===== src/rtl/br_pred_pkg.sv =====
// Shared types and constants for the branch outcome tracker.
package br_pred_pkg;

  localparam int unsigned PC_W          = 32;
  localparam int unsigned DEFAULT_DEPTH = 4;
  localparam int unsigned STAT_W        = 16;

  // Fall-through PC after a not-taken branch skips the delay slot.
  localparam logic [PC_W-1:0] DELAY_SLOT_OFFSET = PC_W'(8);

  typedef struct packed {
    logic [PC_W-1:0] pc;
    logic            pre_taken;
  } br_track_entry_t;

endpackage


===== src/rtl/br_track_fifo.sv =====
// In-order FIFO of predicted branches with wrap-around pointers and a clear
// that overrides push/pop.
module br_track_fifo
  import br_pred_pkg::*;
#(
  parameter int unsigned DEPTH = DEFAULT_DEPTH
) (
  input  logic                     clk,
  input  logic                     rst,
  input  logic                     clr,
  input  logic                     push,
  input  br_track_entry_t          wdata,
  input  logic                     pop,
  output br_track_entry_t          rdata,
  output logic [$clog2(DEPTH):0]   count,
  output logic                     full,
  output logic                     empty
);

  localparam int unsigned PW = $clog2(DEPTH);
  localparam int unsigned CW = PW + 1;

  br_track_entry_t mem_q [DEPTH];
  br_track_entry_t mem_d [DEPTH];
  logic [PW-1:0]   wr_ptr_q, wr_ptr_d;
  logic [PW-1:0]   rd_ptr_q, rd_ptr_d;
  logic [CW-1:0]   count_q, count_d;
  logic            push_ok, pop_ok;

  assign full    = (count_q == CW'(DEPTH));
  assign empty   = (count_q == '0);
  assign rdata   = mem_q[rd_ptr_q];
  assign count   = count_q;
  // A push into a full FIFO is legal only when the head leaves in the same cycle.
  assign push_ok = push && (!full || pop);
  assign pop_ok  = pop && !empty;

  always_comb begin
    mem_d    = mem_q;
    wr_ptr_d = wr_ptr_q;
    rd_ptr_d = rd_ptr_q;
    count_d  = count_q;
    if (clr) begin
      wr_ptr_d = '0;
      rd_ptr_d = '0;
      count_d  = '0;
    end else begin
      if (push_ok) begin
        mem_d[wr_ptr_q] = wdata;
        wr_ptr_d        = wr_ptr_q + PW'(1);
      end
      if (pop_ok) begin
        rd_ptr_d = rd_ptr_q + PW'(1);
      end
      case ({push_ok, pop_ok})
        2'b10:   count_d = count_q + CW'(1);
        2'b01:   count_d = count_q - CW'(1);
        default: count_d = count_q;
      endcase
    end
  end

  always_ff @(posedge clk or posedge rst) begin
    if (rst) begin
      mem_q    <= '{default: '0};
      wr_ptr_q <= '0;
      rd_ptr_q <= '0;
      count_q  <= '0;
    end else begin
      mem_q    <= mem_d;
      wr_ptr_q <= wr_ptr_d;
      rd_ptr_q <= rd_ptr_d;
      count_q  <= count_d;
    end
  end

endmodule


===== src/rtl/branch_outcome_tracker.sv =====
// Tracks in-flight predicted branches, compares resolutions against predictions
// and drives predictor training and fetch redirect. Optional stats: BR_TRACK_STATS_EN.
module branch_outcome_tracker
  import br_pred_pkg::*;
#(
  parameter int unsigned DEPTH = DEFAULT_DEPTH
) (
  input  logic                   clk,
  input  logic                   rst,
  input  logic                   alloc_valid,
  input  logic [PC_W-1:0]        alloc_pc,
  input  logic                   alloc_pre_taken,
  output logic                   alloc_ready,
  input  logic                   res_valid,
  input  logic                   res_taken,
  input  logic [PC_W-1:0]        res_target,
  output logic                   res_ready,
  input  logic                   flush,
  output logic                   update_en,
  output logic [PC_W-1:0]        pc_update,
  output logic                   real_br_taken,
  output logic                   mispredict,
  output logic [PC_W-1:0]        redirect_pc,
  output logic [$clog2(DEPTH):0] count
`ifdef BR_TRACK_STATS_EN
  ,
  output logic [STAT_W-1:0]      stat_resolved,
  output logic [STAT_W-1:0]      stat_mispredict
`endif
);

  br_track_entry_t head;
  br_track_entry_t wentry;
  logic            fifo_full, fifo_empty;
  logic            accept_res, accept_alloc, mis_c, clr_c;

  logic            update_en_q, update_en_d;
  logic [PC_W-1:0] pc_update_q, pc_update_d;
  logic            real_br_taken_q, real_br_taken_d;
  logic            mispredict_q, mispredict_d;
  logic [PC_W-1:0] redirect_pc_q, redirect_pc_d;

  assign alloc_ready = !fifo_full;
  assign res_ready   = !fifo_empty;

  // Flush wins over everything; a mispredict squashes the same-cycle allocation.
  always_comb begin
    accept_res   = res_valid && !fifo_empty && !flush;
    mis_c        = accept_res && (res_taken != head.pre_taken);
    clr_c        = flush || mis_c;
    accept_alloc = alloc_valid && (!fifo_full || accept_res) && !clr_c;
    wentry.pc        = alloc_pc;
    wentry.pre_taken = alloc_pre_taken;
  end

  br_track_fifo #(.DEPTH(DEPTH)) u_fifo (
    .clk   (clk),
    .rst   (rst),
    .clr   (clr_c),
    .push  (accept_alloc),
    .wdata (wentry),
    .pop   (accept_res),
    .rdata (head),
    .count (count),
    .full  (fifo_full),
    .empty (fifo_empty)
  );

  always_comb begin
    update_en_d     = accept_res;
    pc_update_d     = pc_update_q;
    real_br_taken_d = real_br_taken_q;
    mispredict_d    = mis_c;
    redirect_pc_d   = redirect_pc_q;
    if (accept_res) begin
      pc_update_d     = head.pc;
      real_br_taken_d = res_taken;
    end
    if (mis_c) begin
      redirect_pc_d = res_taken ? res_target : (head.pc + DELAY_SLOT_OFFSET);
    end
  end

  always_ff @(posedge clk or posedge rst) begin
    if (rst) begin
      update_en_q     <= 1'b0;
      pc_update_q     <= '0;
      real_br_taken_q <= 1'b0;
      mispredict_q    <= 1'b0;
      redirect_pc_q   <= '0;
    end else begin
      update_en_q     <= update_en_d;
      pc_update_q     <= pc_update_d;
      real_br_taken_q <= real_br_taken_d;
      mispredict_q    <= mispredict_d;
      redirect_pc_q   <= redirect_pc_d;
    end
  end

  assign update_en     = update_en_q;
  assign pc_update     = pc_update_q;
  assign real_br_taken = real_br_taken_q;
  assign mispredict    = mispredict_q;
  assign redirect_pc   = redirect_pc_q;

`ifdef BR_TRACK_STATS_EN
  logic [STAT_W-1:0] stat_resolved_q, stat_resolved_d;
  logic [STAT_W-1:0] stat_mispredict_q, stat_mispredict_d;

  // Saturating event counters.
  always_comb begin
    stat_resolved_d   = stat_resolved_q;
    stat_mispredict_d = stat_mispredict_q;
    if (accept_res && (stat_resolved_q != '1)) begin
      stat_resolved_d = stat_resolved_q + STAT_W'(1);
    end
    if (mis_c && (stat_mispredict_q != '1)) begin
      stat_mispredict_d = stat_mispredict_q + STAT_W'(1);
    end
  end

  always_ff @(posedge clk or posedge rst) begin
    if (rst) begin
      stat_resolved_q   <= '0;
      stat_mispredict_q <= '0;
    end else begin
      stat_resolved_q   <= stat_resolved_d;
      stat_mispredict_q <= stat_mispredict_d;
    end
  end

  assign stat_resolved   = stat_resolved_q;
  assign stat_mispredict = stat_mispredict_q;
`endif

endmodule

===== config.mk =====
export PLATFORM = sky130hd
export DESIGN_NAME = branch_outcome_tracker
export DESIGN_NICKNAME = d
export VERILOG_FILES = /design/src/rtl/br_pred_pkg.sv /design/src/rtl/br_track_fifo.sv /design/src/rtl/branch_outcome_tracker.sv
export SDC_FILE = /design/constraint.sdc
export NUM_CORES = 1
export LEC_CHECK = 0
export BUFFER_PORTS_ARGS = -buffer_cell sky130_fd_sc_hd__buf_2
export CAP_MARGIN = 0
export CORE_UTILIZATION = 52
export CTS_CLUSTER_SIZE = 25
export DETAILED_ROUTE_END_ITERATION = 10
export PLACE_DENSITY_LB_ADDON = 0.05
export SETUP_SLACK_MARGIN = 0.05
export SLEW_MARGIN = 20
export SYNTH_ARGS = -nofsm -noshare
export SYNTH_HDL_FRONTEND = slang
export SYNTH_HIERARCHICAL = 1
export SYNTH_SLANG_ARGS = --single-unit

===== constraint.sdc =====
create_clock -name clk -period 3.8 [get_ports clk]
set_clock_uncertainty 0.1 [all_clocks]
set_input_delay 0 -clock clk [delete_from_list [all_inputs] [get_ports clk]]
set_output_delay 0 -clock clk [all_outputs]
set_load 0.02 [all_outputs]

After elaboration in Yosys (flattened, before gate mapping)
Index checks and enable logic that the tools add are counted.
- register bits: 206
- input bits: 71
- output and inout port bits: 72
- word-level logic and storage cells: 63
- $add $sub $neg: 5
- magnitude comparators: 3
- equal/unequal tests: 4
- mux-type cells: 13
- bitwise gates (word level): 3
- reductions and logical operators: 19
- operators with widths (operator ; number):
    132-bit bitwise mux ; 1
    33-bit two-way mux ; 3
    33-bit binary-select mux with 2-bit select ; 1
    33-bit demux with 2-bit select ; 1
    32-bit by 4-bit adder with 32-bit output, second input constant ; 1
    32-bit two-way mux ; 1
    1-bit logical AND ; 8
    2-bit two-way mux ; 4
    3-bit >= comparator, second input constant ; 2
    2-bit inverter with 3-bit output ; 2
    3-bit one-hot mux with 2 select lines ; 1
    2-bit by 1-bit adder with 2-bit output, second input constant ; 2
    1-bit zero test ; 4
    2-bit nonzero test ; 2
    3-bit by 1-bit adder with 3-bit output, second input constant ; 1
    3-bit == test, second input constant ; 1
    3-bit zero test ; 1
    3-bit by 1-bit less-than comparator with 1-bit output, second input constant ; 1
    3-bit two-way mux ; 1
    3-bit nonzero test ; 1
    3-bit by 1-bit subtractor with 3-bit output, second input constant ; 1
    2-bit by 1-bit == test with 1-bit output, second input constant ; 1
    2-bit == test, second input constant ; 1
    1-bit logical OR ; 2
    3 further kinds ; 3

Longest topological paths before layout
Gate-level depths: netlist of run 1.
- depth after elaboration: 13
- depth in mapped cells: 15
- depth with buffers taken out: 12

Hierarchy
The synthesis of run 1 kept the hierarchy.
- by module, submodules not included (module ; times used ; cells an instance ; area each (um^2) ; seq. area each (um^2)):
    br_track_fifo ; 1 ; 382 ; 6896.6 ; 3478.3
    branch_outcome_tracker ; 1 ; 395 ; 3408.3 ; 1676.6

Worst setup path before layout of run 1
No wires, ideal clock.
- kind: register to register
- from: register u_fifo.rd_ptr_q[0]
- to: register u_fifo.count_q[2], in the netlist u_fifo/count[2]
- setup time: 0.082 ns
- arrival time: 3.853 ns
- required time: 3.618 ns
- slack: -0.236 ns
- stages on the path, launching flop included: 15
- path buffers: 4
- clock period less this slack: 4.036 ns
- cell sequence: dfrtp_1 > buf_2 > buf_2 > mux4_2 > xor2_1 > nand2_1 > nand2b_1 > nor2_1 > buf_2 > clkbuf_1 > nor2_1 > fa_1 > or3b_2 > or3_1 > a31oi_1
- RTL lines (what ; RTL line ; text):
    start: declaration ; br_track_fifo.sv:26 ; logic [PW-1:0] rd_ptr_q, rd_ptr_d;
    start signal: assignment ; br_track_fifo.sv:72 ; rd_ptr_q <= rd_ptr_d;
    end signal: assignment ; br_track_fifo.sv:73 ; count_q <= count_d;
    end: declaration ; br_track_fifo.sv:27 ; logic [CW-1:0] count_q, count_d;

Worst setup path in the final report of run 1
- from: register u_fifo.count_q[1], in the netlist u_fifo/count[1]
- to: register u_fifo.count_q[2], in the netlist u_fifo/count[2]
- cells in the longest elaborated chain, start to end: 12
- elaborated cells on any way between the ends: 21
- classes of those cells: 2 x add/sub; 3 x eq/ne; 2 x mux; 14 x reduce/logical
- ends and longest elaborated chain (what ; RTL line ; text):
    3-bit zero test (*) ; br_track_fifo.sv:31 ; assign empty = (count_q == '0);
    via fifo_empty ; branch_outcome_tracker.sv:34 ; logic fifo_full, fifo_empty;
    1-bit zero test (*) ; branch_outcome_tracker.sv:48 ; accept_res = res_valid && !fifo_empty && !flush;
    1-bit logical AND (*) (2 in a row) ; branch_outcome_tracker.sv:48 ;
    1-bit logical AND (*) ; branch_outcome_tracker.sv:49 ; mis_c = accept_res && (res_taken != head.pre_taken);
    1-bit logical OR (*) ; branch_outcome_tracker.sv:50 ; clr_c = flush || mis_c;
    via clr_c ; branch_outcome_tracker.sv:35 ; logic accept_res, accept_alloc, mis_c, clr_c;
    1-bit zero test (*) ; branch_outcome_tracker.sv:51 ; accept_alloc = alloc_valid && (!fifo_full || accept_res) && !clr_c;
    1-bit logical AND (*) ; branch_outcome_tracker.sv:51 ;
    via accept_alloc ; branch_outcome_tracker.sv:35 ;
    1-bit logical AND (*) ; br_track_fifo.sv:35 ; assign push_ok = push && (!full || pop);
    2-bit by 1-bit == test with 1-bit output or 2-bit == test (tied branches) ; br_track_fifo.sv:55 ; case ({push_ok, pop_ok})
    3-bit one-hot mux with 2 select lines ; br_track_fifo.sv:55 ;
    3-bit two-way mux ; br_track_fifo.sv:43 ; if (clr) begin
Mark *: on every way through the listed nets, which the timed path passes. The rest lies on a longest branch.
A chain may end at the register's enable or synchronous reset.

==> flow_metrics.tcl, run 1 <==
set metrics [dict create \
    yosysUniqueCellTypes 56 \
    postCtsResizedCells 0 \
    drive_above_1_share 0.386 \
    netlist_instances 777 \
    vias 6945 \
    power.internal_mw 4.80 \
    path_cells "nor3_1 > nor2_1 > nand2_1 > inv_2 > nand2_1 > nand2b_1 > nor2_1 > buf_4 > nor2_1 > fa_1 > or3b_2 > or3_1 > a31oi_1" \
    cts_buffers 23 \
    slew_headroom 0.478 \
    swShare 0.294 \
    async_reset_ff_frac 1.00 \
    rsz0062_at_grt "false" \
    slew_violations 0 \
    synth_nets 854 \
    required_ps 4120 \
    ys_ff_latch 206 \
    setup_viol 0 \
    final_nets 1056 \
    core_area_mm2 0.0195 \
    cts-htree-levels 1 \
    top_level_ports 143 \
    p_switching_mw 2.00 \
    cp_max_fo 15 \
    synthFlopType "dfrtp_1" \
    crit_type "reg2reg" \
    synth_seq_area_share 0.500 \
    wl_per_cell_um 20.5 \
    area_growth_pct 22.0 \
    holdCritPathClass "in2reg" \
    routed_via_density 5.51 \
    die_w_um 143 \
    ant_nets 0 \
    io_buffers 142 \
    die_h_um 143 \
    period_minus_slack_ps 3380 \
    worstSetupStartpoint "u_fifo/count[1]" \
    timing.fmax_ghz 0.296 \
    final_common_cell "dfrtp_1" \
    hold_slack_ps 70.2 \
    share_comb_of_total_power 0.237 \
    grt_usage 0.263 \
    clk_transition_reported_paths_ps 60 \
    synth_edf_count 0 \
    p_leak_nw 6.30 \
    antenna_cells 0 \
    dr.pass1.iters 5 \
    overflow 0 \
    clk_latency_ps 510 \
    yosysWarnings 6 \
    rows 51 \
    grt_max_degree 124 \
    worstHoldStart "res_taken" \
    worstSetupStartpointType "register" \
    worst_slew_pin_slew_ps 782 \
    grt_pass1_vias 7323 \
    ir_drop_uv 372 \
    crit_path_top_delay_cell "dfrtp_1" \
    p_seq_frac 0.419 \
    syn_area_mm2 0.0103 \
    cpPeakStageDelay_ps 510 \
    cts_sinks 206 \
    status "finished, final reports clean" \
    drt-total-wl_um 25800 \
    fp.dieArea_mm2 0.0204 \
    grt_pass1_wl_um 40800 \
    final_cell_mix "dfrtp_1, buf_2, nand2_1" \
    r2r-start "u_fifo/count[1]" \
    cts_root_buf "clkbuf_16" \
    power.density_mw_per_mm2 541 \
    crit_path_frequent_cell "nor2_1" \
    cts_tree "yes" \
    finalSetupTns_ps 0 \
    critPathArrivalTime_ps 3700 \
    place.gp.congestion 0.783 \
    p_clk_frac 0.343 \
    hpwlAfterDp_um 16800 \
    max-cap-violations 0 \
    drt_first_iter_violations 392 \
    end_kind "register" \
    postCtsSetupRepairBufs 0 \
    antenna_found_initial 0 \
    clock_path_buffers 3 \
    hold_viol 0 \
    final_util 0.646 \
    initial_core_util 0.529 \
    syn_area_per_cell_um2 13.3 \
    drc 0 \
    period_share 0.890 \
]
power groups by stage:
| stage | combinational, mW | sequential [mW] | clock (mW) |
|---|---|---|---|
| floorplan | 0.856 | 3.06 | 0 |
| global placement | 1.52 | 2.85 | 0 |
| detailed placement | 1.56 | 2.88 | 0 |
| CTS | 1.62 | 2.85 | 2.39 |
| global route | 1.75 | 2.90 | 2.48 |
| finish | 1.61 | 2.85 | 2.33 |
path summary, 6_finish.rpt:
kind	to	slack [ps]	depth (start not counted)
max	u_fifo/count[2]	420	13
min	redirect_pc[14]	70	4
max reg2reg	u_fifo/count[2]	420	13
min reg2reg	pc_update[3]	370	2
max in group asynchronous	u_fifo/rd_ptr_q[0]	2030	5
min in group asynchronous	redirect_pc[0]	110	3
registers in the layout, indices dropped and copies added (netlist names):
name             cells
mispredict           1
pc_update           32
real_br_taken        1
redirect_pc         32
u_fifo/count         3
u_fifo/mem_q       132
u_fifo/rd_ptr_q      2
u_fifo/wr_ptr_q      2
update_en            1
per-stage QoR:
step	worst slack (ps)	cells	instance area, µm²	total power, mW
global placement	607	1150	11100	4.37
finish	417	1261	12600	6.80
detailed placement	451	1150	11100	4.44
CTS	433	1261	12600	6.86
floorplan	-10.9	777	10300	3.92
global route	228	1261	12600	7.13
final cells by class:
class	count	area (µm²)
Clock buffer	30	662
Clock inverter	12	143
Timing Repair Buffer	228	1590
Sequential cell	206	5160
Tap cell	265	332
Fill cell	1496	6890
Multi-Input combinational cell	509	4650
Inverter	11	45.0
synthesized netlist by cell type (all sizes together), types with 2 or more instances:
cell type,instances,area share
o2111ai,2,0.0017
nand2b,2,0.0012
o211ai,7,0.0056
o21ai,24,0.012
nand4b,4,0.0092
clkbuf,19,0.0073
nand4,10,0.0075
inv,10,0.0036
nor2,31,0.011
o221ai,2,0.0017
xnor2,19,0.016
nor4,3,0.0039
mux2,132,0.19
and4,6,0.0052
and2,2,0.0012
a22oi,2,0.0015
and3,3,0.0019
a21oi,19,0.0092
dfrtp,206,0.50
o22ai,11,0.0067
o31ai,2,0.0015
xor2,12,0.010
nand3,20,0.0097
mux2i,5,0.0049
buf,31,0.037
nand2,134,0.049
nor3,8,0.0044
mux4,33,0.072
ha,5,0.0061
kinds of logic (layout without fill, tap and decap cells):
| group | count (synthesis) | count (layout) | share of synthesized area |
|---|---|---|---|
| muxes | 170 | 170 | 0.265 |
| adders and majority gates | 6 | 6 | 0.00801 |
| AOI/OAI and AO/OA | 73 | 73 | 0.0424 |
| DFF | 206 | 206 | 0.500 |
| xor gates and xnor gates | 31 | 31 | 0.0263 |
| buffers and inverters | 62 | 281 | 0.0488 |
| and+or+nand+nor | 229 | 229 | 0.109 |
timing repair:
| item | CTS | global route |
|---|---|---|
| hold buffers | 69 | 0 |
| hold endpoints to repair | 344 | 0 |
| endpoints found under the setup margin | 0 | 0 |
critical path, delay by kind of cell (launching register included):
family	cells	cell delay [ps]
AO/OA/AOI/OAI	1	190
adder cells (fa/ha/maj)	1	380
buffers and inverters	2	360
flip-flops	1	510
AND/OR/NAND/NOR	9	1750
per-layer routing:
metal  track usage  vias to the layer above  wire [µm]
met4        0.0690                        0        398
met1         0.372                     3498      11900
met3        0.0349                       32       1340
li1              -                     3160          -
met2         0.430                      255      12100
met5             0                        -          0
Power figures use the tool's default switching activity.
==> inputs of run 2 (changes only) <==
--- a/config.mk
+++ b/config.mk
@@ -5,12 +5,13 @@
 export SDC_FILE = /design/constraint.sdc
 export NUM_CORES = 1
 export LEC_CHECK = 0
+export ABC_AREA = 1
 export BUFFER_PORTS_ARGS = -buffer_cell sky130_fd_sc_hd__buf_2
 export CAP_MARGIN = 0
 export CORE_UTILIZATION = 52
 export CTS_CLUSTER_SIZE = 25
 export DETAILED_ROUTE_END_ITERATION = 10
-export PLACE_DENSITY_LB_ADDON = 0.05
+export PLACE_DENSITY = 0.82
 export SETUP_SLACK_MARGIN = 0.05
 export SLEW_MARGIN = 20
 export SYNTH_ARGS = -nofsm -noshare
==> run 2 against run 1 <==
Net effect:
- the run now ends with negative hold slack left
- sequential power is 18% higher
- worst hold slack lost 96 ps
- worst setup slack lost 110 ps
- routed wire length is 6.5% higher
- die area decreased by 4.1%
- register-to-register slack worse by 110 ps
- core utilization grew 1.5 points
- cell count grew 33%
- largest cell class unchanged
==> flow_metrics.tcl, run 2 <==
set metrics [dict create \
    finish.instance_area_mm2 0.0123 \
    synthFlopType "dfrtp_1" \
    vias 9190 \
    rows 50 \
    hold_slack_ps -25.6 \
    async_reset_ff_frac 1.00 \
    ir_drop_uv 342 \
    final_cell_mix "nand2_1, dfrtp_1, o21ai_0" \
    rsz0062_at_grt "false" \
    dr.pass1.iters 5 \
    final_cells 1673 \
    final_common_cell "nand2_1" \
    clk_transition_reported_paths_ps 60 \
    synth.area.top_cells "dfrtp_1, nand2_1, o21ai_0" \
    cts_buffers 22 \
    routed_via_density 5.49 \
    end_kind "register" \
    drt_first_iter_violations 826 \
    hpwlAfterDp_um 17000 \
    setup_viol 0 \
    antenna_cells 0 \
    critPathArrivalTime_ps 3800 \
    grt_max_degree 92 \
    holdCritPathClass "in2async" \
    die_h_um 140 \
    p_leak_nw 6.13 \
    grt_usage 0.284 \
    synth_top_family_by_area "simple AND/OR/NAND/NOR gates" \
    largest_reg_flops 132 \
    worstSetupStartpointType "register" \
    synth_nets 1297 \
    period_minus_slack_ps 3490 \
    fp.dieArea_mm2 0.0195 \
    antenna_found_initial 0 \
    final_nets 1501 \
    clk_latency_ps 510 \
    synth_seq_area_share 0.522 \
    cts-htree-levels 1 \
    hold_viol 13 \
    clock_path_buffers 3 \
    ant_nets 0 \
    crit_path_top_delay_cell "dlygate4sd3_1" \
    synth_top_area_share 0.522 \
    grt_pass1_vias 8826 \
    synth.area.mux_share 0 \
    path_cells "nor2_2 > nand2_1 > inv_1 > inv_1 > nand3_2 > dlygate4sd3_1 > inv_2 > nand2_2 > nand2_1 > buf_4 > nor2_4 > inv_1 > nand3_1 > inv_1 > fa_1 > inv_1 > nand2_1 > nand2_1 > inv_1 > nand2_1 > nand2_1 > nand3_1 > nand2_1" \
    synth_compound_gate_area_share 0.170 \
    dp.cells 1545 \
    synth_fa_ha_area_frac 0.00836 \
    crit_path_frequent_cell "nand2_1" \
    cpPeakStageDelay_ps 560 \
    worst_slew_pin_slew_ps 916 \
    core_area_mm2 0.0186 \
    yosysUniqueCellTypes 31 \
    netlist_instances 1220 \
    yosysWarnings 6 \
    cp_max_fo 14 \
    syn_area_mm2 0.00987 \
    synth_xor_area_frac 0.00532 \
    syn_area_per_cell_um2 8.09 \
    largest-register "u_fifo/mem_q" \
    drive_above_1_share 0.170 \
    cts_sinks 206 \
    crit_type "reg2reg" \
    violations "negative hold slack" \
    cp.buffers_inverters 9 \
    postCtsSetupRepairBufs 0 \
    power.density_mw_per_mm2 715 \
    yosysMostFrequentCell "nand2_1" \
    placed_cell_area_mm2 0.0107 \
    place.gp.congestion 0.906 \
    io_buffers 142 \
    period_share 0.919 \
    cts_root_buf "clkbuf_16" \
    top_level_ports 143 \
    slew_violations 0 \
    status "finished with violations" \
    required_ps 4100 \
    drt-total-wl_um 27500 \
    synth_edf_count 0 \
    drc 0 \
    grt_pass1_wl_um 44700 \
    wl_per_cell_um 16.4 \
    initial_core_util 0.530 \
    max-cap-violations 0 \
    die_w_um 140 \
    synth_top_cell_by_area "dfrtp_1" \
    finalSetupTns_ps 0 \
    overflow 0 \
    timing.fmax_ghz 0.286 \
    slew_headroom 0.388 \
    synth-simple-area-share 0.220 \
    area_growth_pct 24.7 \
    crit_family "buffers and inverters" \
    cts_tree "yes" \
    ys_ff_latch 206 \
    yosys-top-cells-count "nand2_1, dfrtp_1, o21ai_0" \
]
[run 2: layer usage]
layer  routed length, µm  track usage
met4                 846        0.104
met1               11800        0.392
met5                   0            0
met3                1890       0.0354
met2               13000        0.463
[run 2: kinds of logic (layout without fill, tap and decap cells)]
logic type,after synthesis,after routing
adder cells (fa/ha/maj),6,6
flip-flops,206,206
XOR/XNOR,6,6
AND/OR/NAND/NOR,544,544
AO/OA/AOI/OAI,305,305
buffers and inverters,153,372
[run 2: worst paths after layout]
path	from	endpoint	slack, ps	depth (start not counted)
max reg2reg	u_fifo/count[1]	u_fifo/count[2]	310	23
min reg2reg	u_fifo/mem_q[72]	u_fifo/mem_q[72]	380	2
min	rst	u_fifo/count[0]	-30	3
max	u_fifo/count[1]	u_fifo/count[2]	310	23
max in group asynchronous	rst	pc_update[7]	2550	4
min in group clk	res_taken	redirect_pc[12]	80	3
[run 2: cell type report]
type / count / area, µm²
Fill cell: 1493 / 6320
Sequential cell: 206 / 5150
Multi-Input combinational cell: 861 / 3990
Timing Repair Buffer: 246 / 1790
Clock buffer: 33 / 662
Inverter: 87 / 330
Tap cell: 234 / 293
Clock inverter: 6 / 97.6
[run 2: worst reg2reg max path: stages, from the launching register on]
cell and delay [ps]:
dfrtp_1 460, nor2_2 170, nand2_1 160, inv_1 90, inv_1 60, nand3_2 60, dlygate4sd3_1 560, inv_2 130
nand2_2 120, nand2_1 50, buf_4 180, nor2_4 150, inv_1 70, nand3_1 120, inv_1 70, fa_1 380
inv_1 70, nand2_1 50, nand2_1 80, inv_1 40, nand2_1 50, nand2_1 50, nand3_1 70, nand2_1 60
[run 2: where the power goes]
group          switching, mW  internal (mW)  total (mW)  leakage (nW)
Sequential             0.438           2.91        3.35          2.68
Combinational           2.17           1.08        3.25          3.08
Clock                  0.870           1.34        2.21         0.370
Total                   3.48           5.33        8.81          6.13
[run 2: timing repair]
action | 4_1_cts | 5_1_grt
hold buffers | 88 | 0
endpoints found under the setup margin | 0 | 21
endpoints found under the hold margin | 269 | 0
resized for setup | 0 | 2
[run 2: stage by stage]
step	hold slack, ps	setup WS, ps	power (mW)	utilization
2_1_floorplan	45.1	565	5.41	-
3_3_place_gp	144	844	6.30	0.571
5_1_grt	0.177	41.9	9.33	0.661
6_report	-25.6	307	8.81	0.661
3_5_place_dp	163	745	6.40	0.571
4_1_cts	2.08	239	8.72	0.659
